File: src/rtl/stack_arbiter_ctrl.sv
// stack_arbiter_ctrl: shares one single-port stack RAM between two requesters, owns Count/Full/Empty.
// Latency: Ack 2 cycles after Req is sampled in IDLE for push or rejected op, 3 cycles for a successful pop.
// Backpressure: one operation in flight; the losing requester holds Req in IDLE. STACK_ARB_FIXED_PRIORITY_EN selects fixed priority.
module stack_arbiter_ctrl #(
    parameter int DATA_W = 8,
    parameter int ADDR_W = 10
) (
    input  logic              Clk,
    input  logic              Reset,
    input  logic              Req0,
    input  logic              Op0,
    input  logic [DATA_W-1:0] Din0,
    output logic              Ack0,
    input  logic              Req1,
    input  logic              Op1,
    input  logic [DATA_W-1:0] Din1,
    output logic              Ack1,
    output logic              Err,
    output logic [DATA_W-1:0] Dout,
    output logic              RamEn,
    output logic              RamWe,
    output logic [ADDR_W-1:0] RamAddr,
    output logic [DATA_W-1:0] RamWdata,
    input  logic [DATA_W-1:0] RamRdata,
    output logic [ADDR_W:0]   Count,
    output logic              Full,
    output logic              Empty
);

    localparam logic [ADDR_W:0] DEPTH = {1'b1, {ADDR_W{1'b0}}};
    localparam logic [ADDR_W:0] ONE   = {{ADDR_W{1'b0}}, 1'b1};

    typedef enum logic [1:0] {IDLE, OP, RD_WAIT, DONE} state_t;

    state_t              state;
    state_t              state_nxt;
    logic [ADDR_W:0]     count_q;
    logic [ADDR_W:0]     count_dec;
    logic                gnt_q;      // 0 = port 0 owns the current operation
    logic                op_q;       // 1 = push
    logic [DATA_W-1:0]   din_q;
    logic                err_q;
    logic [DATA_W-1:0]   dout_q;
    logic                grant_any;
    logic                gnt_sel;
    logic                do_push;
    logic                do_pop;
    logic                reject;
`ifndef STACK_ARB_FIXED_PRIORITY_EN
    logic                rr_q;       // port preferred on the next simultaneous request
`endif

    assign Count     = count_q;
    assign Full      = (count_q == DEPTH);
    assign Empty     = (count_q == '0);
    assign Dout      = dout_q;
    assign count_dec = count_q - ONE;

    // Arbitration: pick which port wins in IDLE
    always_comb begin
        grant_any = Req0 | Req1;
`ifdef STACK_ARB_FIXED_PRIORITY_EN
        gnt_sel   = ~Req0;
`else
        if (Req0 && Req1) begin
            gnt_sel = rr_q;
        end else begin
            gnt_sel = ~Req0;
        end
`endif
    end

    // Classify the operation being executed in OP; full/empty turn it into a rejection
    always_comb begin
        do_push = (state == OP) && op_q && !Full;
        do_pop  = (state == OP) && !op_q && !Empty;
        reject  = (state == OP) && !do_push && !do_pop;
    end

    // State register
    always_ff @(posedge Clk or posedge Reset) begin
        if (Reset) begin
            state <= IDLE;
        end else begin
            state <= state_nxt;
        end
    end

    // Next-state logic
    always_comb begin
        state_nxt = state;
        case (state)
            IDLE:    if (grant_any) state_nxt = OP;
            OP:      state_nxt = do_pop ? RD_WAIT : DONE;
            RD_WAIT: state_nxt = DONE;
            DONE:    state_nxt = IDLE;
            default: state_nxt = IDLE;
        endcase
    end

    // Outputs: RAM strobes only in OP, acknowledge and error only in DONE
    always_comb begin
        Ack0     = (state == DONE) && !gnt_q;
        Ack1     = (state == DONE) && gnt_q;
        Err      = (state == DONE) && err_q;
        RamEn    = do_push | do_pop;
        RamWe    = do_push;
        RamAddr  = '0;
        RamWdata = '0;
        if (do_push) begin
            RamAddr  = count_q[ADDR_W-1:0];
            RamWdata = din_q;
        end else if (do_pop) begin
            RamAddr  = count_dec[ADDR_W-1:0];
        end
    end

    // Datapath: latch the granted request, move the stack pointer, capture pop data
    always_ff @(posedge Clk or posedge Reset) begin
        if (Reset) begin
            count_q <= '0;
            gnt_q   <= 1'b0;
            op_q    <= 1'b0;
            din_q   <= '0;
            err_q   <= 1'b0;
            dout_q  <= '0;
`ifndef STACK_ARB_FIXED_PRIORITY_EN
            rr_q    <= 1'b0;
`endif
        end else begin
            case (state)
                IDLE: begin
                    if (grant_any) begin
                        gnt_q <= gnt_sel;
                        op_q  <= gnt_sel ? Op1 : Op0;
                        din_q <= gnt_sel ? Din1 : Din0;
`ifndef STACK_ARB_FIXED_PRIORITY_EN
                        if (Req0 && Req1) begin
                            rr_q <= ~gnt_sel;
                        end
`endif
                    end
                end
                OP: begin
                    err_q <= reject;
                    if (do_push) begin
                        count_q <= count_q + ONE;
                    end else if (do_pop) begin
                        count_q <= count_dec;
                    end
                end
                RD_WAIT: begin
                    dout_q <= RamRdata;
                end
                default: ;
            endcase
        end
    end

endmodule

File: config.mk
export PLATFORM = sky130hd
export DESIGN_NAME = stack_arbiter_ctrl
export DESIGN_NICKNAME = d
export VERILOG_FILES = /design/src/rtl/stack_arbiter_ctrl.sv
export SDC_FILE = /design/constraint.sdc
export NUM_CORES = 1
export LEC_CHECK = 0
export CELL_PAD_IN_SITES_DETAIL_PLACEMENT = 1
export CELL_PAD_IN_SITES_GLOBAL_PLACEMENT = 1
export CORE_UTILIZATION = 33
export CTS_CLUSTER_SIZE = 8
export DETAILED_ROUTE_END_ITERATION = 10
export MAX_ROUTING_LAYER = met4
export PLACE_DENSITY_LB_ADDON = 0.1
export SLEW_MARGIN = 20
export SYNTH_ARGS = -nofsm -noshare
export SYNTH_HDL_FRONTEND = slang
export SYNTH_SLANG_ARGS = --single-unit
File: constraint.sdc
create_clock -name Clk -period 2.9 [get_ports Clk]
set_input_delay 0.29 -clock Clk [delete_from_list [all_inputs] [get_ports Clk]]
set_output_delay 0.29 -clock Clk [all_outputs]
set_load 0.01 [all_outputs]
### Yosys cells after proc, flatten, opt, wreduce, memory -nomap -nowiden

Index checks and enable logic that the tools add are counted.

* add/subtract/negate cells: 2
* equality and inequality tests: 5
* muxes and demuxes: 11
* bitwise operators: 4
* reductions and logical operators: 22

Operators by type and width (count)
* 11-bit 2-to-1 mux: 2
* 10-bit 2-to-1 mux: 2
* 8-bit 2-to-1 mux: 2
* 11-bit by 1-bit adder with 11-bit output (second input constant): 1
* 11-bit equality test (second input constant): 1
* 11-bit logical NOT: 1
* 11-bit by 1-bit subtractor with 11-bit output (second input constant): 1
* 1-bit logical AND: 10
* 2-bit one-hot mux with 4 select lines: 1
* 1-bit logical NOT: 6
* 2-bit equality test (second input constant): 2
* 2-bit AND reduction: 2
* 1-bit 2-to-1 mux: 3
* 3-bit AND reduction: 1
* 2-bit by 1-bit equality test with 1-bit output (second input constant): 1
* 2-bit logical NOT: 1
* 2-bit 2-to-1 mux: 1
* 2-bit inequality test (second input constant): 1
* 1-bit inverter: 2
* 1-bit bitwise OR: 2
* 2-bit nonzero test: 1

* register bits after elaboration: 33
* input port bits: 30
* output and inout port bits: 44
* logic and storage cells: 52

### Logic depth before layout (Yosys ltp)

* word-level depth: 6
* depth in mapped cells: 9
* gate-level depth less buffers: 7

### Worst setup path before layout

No wires, ideal clock.

* path type: reg-to-output
* start point: register count_q[0] (netlist: Count[0])
* end point: output port RamAddr[6]
* arrival: 2324 ps
* data required time: 2610 ps
* slack: 286 ps
* stages on the path, launching flop included: 7
* buffers on the path: 0
* cell sequence: dfrtp_1 inv_1 ha_1 or4b_4 o41ai_2 o21ai_0 a32o_1

* cells in the longest elaborated chain, start to end: 5
* elaborated cells on any way between the ends: 9
* classes of those cells: add/sub: 1; eq/ne: 1; mux: 2; reduce/logical: 5

Ends and longest elaborated chain
* start, declared: line 37 `logic [ADDR_W:0] count_q;`
* start signal, assigned: line 147 `count_q <= count_q + ONE;`
* start signal, assigned: line 149 `count_q <= count_dec;`
* parallel branches: the longest is 4 deep, another holds 11-bit by 1-bit subtractor with 11-bit output
* 10-bit 2-to-1 mux (*): line 110 `if (do_push) begin`
* end, declared: line 22 `output logic [ADDR_W-1:0] RamAddr,`

Mark *: on every way between the ends.

### Worst setup path in the final report

* start point: register count_q[0] (netlist: Count[0])
* end point: output port RamAddr[0]

Same word-level chain as after synthesis.

==> metrics.txt <==
Final Core Density 0.529; Post-Place Setup Slack 0.0245 ns; final setup fails 0; die height 81.6 um; worst rel slew slack 0.701; Worst-Margin Slew approximately 0.45 ns; Initial Utilization 0.347; GRT Resource Usage Total 0.209; first-pass GRT wire length around 10 mm; unrepaired setup endpoints after global routing false; clk sinks 33; Syn. warnings 0; fin crit period roughly 2.8 ns; status finished, final reports clean; Cell Rows 28; Reg clk slew, reported paths 0.07 ns; number of global-route vias before repair 2,056; nature of the critical path startpoint register; worst endpoint data arrival time 2.51 ns; Via Count 2,008; asr flop ratio synth 1.00; most common cell after layout, fill and taps aside clkdlybuf4s50_1; Post-synth EDFFs 0; Remaining DRCs 0; diode count 0; largest net degree at the start of global routing 34; # nets final around 360; GPL Wtd Cong between 0.8 and 0.9; CP max FO 6; initial antenna violation count 0; Synth Net Count 264; peak supply drop roughly 500 uV; WP data required 2.61 ns; register bit total from synthesis 33; Final Slew Violations 0; Critical Path Sink Type primary output; Pleak approximately 0.0014 uW; layout cell share with drive strength beyond 1 0.202; Layout Cells excl Fill 396; Fin. Hold Viols 0; DR WL/cell 15.8 um; FMAX 0.357 GHz; Syn Inst Count roughly 230; core outline area between 6000 and 7000 um^2; FF-to-FF path depth 8; cts bufs inserted 5; fill count 708; power density cells 1030 nW/um^2; ys flop type dfrtp_1; Crit Path Class register to primary output; Setup WS post-layout around 0.1 ns; DIE WIDTH 81.6 um; Max Cap Viol 0; 1st-pass router iterations 4; CTS max path bufs 2; CTS Hold Bufs 0; WL final 6.25 mm; Layout area overhead 52.8%; CTS tree built; synth unique cells 46; most frequent cells in the layout clkdlybuf4s50_1 (63), dfrtp_1 (33), nand2_1 (28), buf_4 (28), o21ai_0 (24); HP Class primary input to asynchronous set/reset pin; I/O pin total 74; DR vias/cell 5.07; die area 6650 um^2; Setup TNS Final 0 ns; initial drt markers 83; HPWL after DPL about 4.5 mm; Worst R2R Setup Slack roughly 0.58 ns; Post-Syn Area per Cell 9.16 um^2; PortBufs 73; Clock Latency Late Sink 0.28 ns; final period utilization 0.965; placed cell count 384; synthesized area approximately 2100 um^2; launching point of the worst reg2reg path Count[0]; crit path capture RamAddr[0]; total gr overflow 0; post-synthesis sequential area ratio 0.395; ANT nets after route 0; clock skew 0.00326 ns; Clock Tree Root clkbuf_8; Worst Setup SP Count[0]; r2r endpoint Count[5]; H-tree levels 2
cell usage after synthesis (2+ instances only):
| cell type | n | area (um^2) |
|---|---|---|
| dfrtp_1 | 33 | 826 |
| nand2_1 | 28 | 105 |
| o21ai_0 | 24 | 120 |
| clkbuf_1 | 14 | 52.6 |
| nor2_1 | 14 | 52.6 |
| and2_1 | 12 | 75.1 |
| mux2i_1 | 10 | 100 |
| inv_1 | 8 | 30.0 |
| mux2_2 | 8 | 90.1 |
| a31oi_1 | 6 | 37.5 |
| ha_1 | 6 | 75.1 |
| xor2_1 | 6 | 52.6 |
| nand3_1 | 5 | 25.0 |
| xnor2_1 | 5 | 43.8 |
| a21oi_1 | 4 | 20.0 |
| nor3_1 | 4 | 20.0 |
| nand4_1 | 3 | 18.8 |
| o21a_1 | 3 | 22.5 |
| buf_6 | 2 | 22.5 |
| nor2b_1 | 2 | 12.5 |
| nor3b_1 | 2 | 15.0 |
| nor4_1 | 2 | 12.5 |
| nor4b_1 | 2 | 17.5 |
| or3_1 | 2 | 12.5 |
| or3_4 | 2 | 22.5 |
stage by stage:
stage	area [um^2]	total power [uW]	hold slack [ns]
2_1_floorplan	2090	1900	0.419
3_3_place_gp	3020	2820	0.452
3_5_place_dp	3020	2860	0.466
4_1_cts	3130	3250	0.429
5_1_grt	3190	3540	0.462
6_report	3190	3290	0.405
kinds of logic (layout without fill, tap and decap cells):
family	Yosys count	count (layout)	synth area share
AO/OA/AOI/OAI	51	52	0.168
XOR/XNOR	11	11	0.0461
adder cells (fa/ha/maj)	6	6	0.0359
buffers and inverters	25	117	0.0521
flip-flops	33	33	0.395
multiplexers	18	18	0.0911
AND/OR/NAND/NOR	84	84	0.212
power by group:
group / switching (uW) / total, uW / internal (uW)
combinational: 1010 / 2060 / 1050
clock: 180 / 368 / 188
sequential: 174 / 859 / 685
critical path, cell delays in order, from the launching register on:
cell and delay [ns]:
dfrtp_1 0.37, inv_1 0.08, ha_2 0.18, or4b_4 0.50, o41ai_4 0.33, buf_4 0.20, o21ai_0 0.07, clkdlybuf4s50_1 0.49
sequential cells by signal, summed over array words and instances, names as in the netlist:
signal / count
Count: 11
din_q: 8
gnt_q: 1
rr_q: 1
Dout: 8
op_q: 1
err_q: 1
state: 2
metal layers:
layer | vias up | GRT usage | routed length, um
met5 | - | - | 0
li1 | 982 | - | -
met3 | 8 | 0.0478 | 248
met4 | 0 | 0.0571 | 75
met2 | 47 | 0.340 | 3150
met1 | 971 | 0.259 | 2770
repair_timing:
| item | in CTS | in global routing |
|---|---|---|
| pin swaps | 2 | 2 |
| gates resized for setup | 10 | 18 |
| cloned | 0 | 1 |
| buffers inserted | 0 | 4 |
| setup endpoints to repair | 10 | 20 |
layout make-up:
class / count / area [um^2] / share of cell area
multi-input cells: 171 / 1200 / 0.376
inverters: 8 / 30.0 / 0.00941
flip-flops and latches: 33 / 826 / 0.259
clock buffers: 6 / 82.6 / 0.0259
well taps: 75 / 93.8 / 0.0294
repair buffers: 102 / 950 / 0.298
clock inverters: 1 / 7.51 / 0.00235
worst min path at each step:
stage,endpoint,depth (start not counted)
finish,Count[8],3
global route,Count[6],3
CTS,Count[6],3
detailed placement,rr_q,1
global placement,din_q[2],2
floorplan,Count[0],1
No activity file was read; power rests on OpenSTA's default activity.
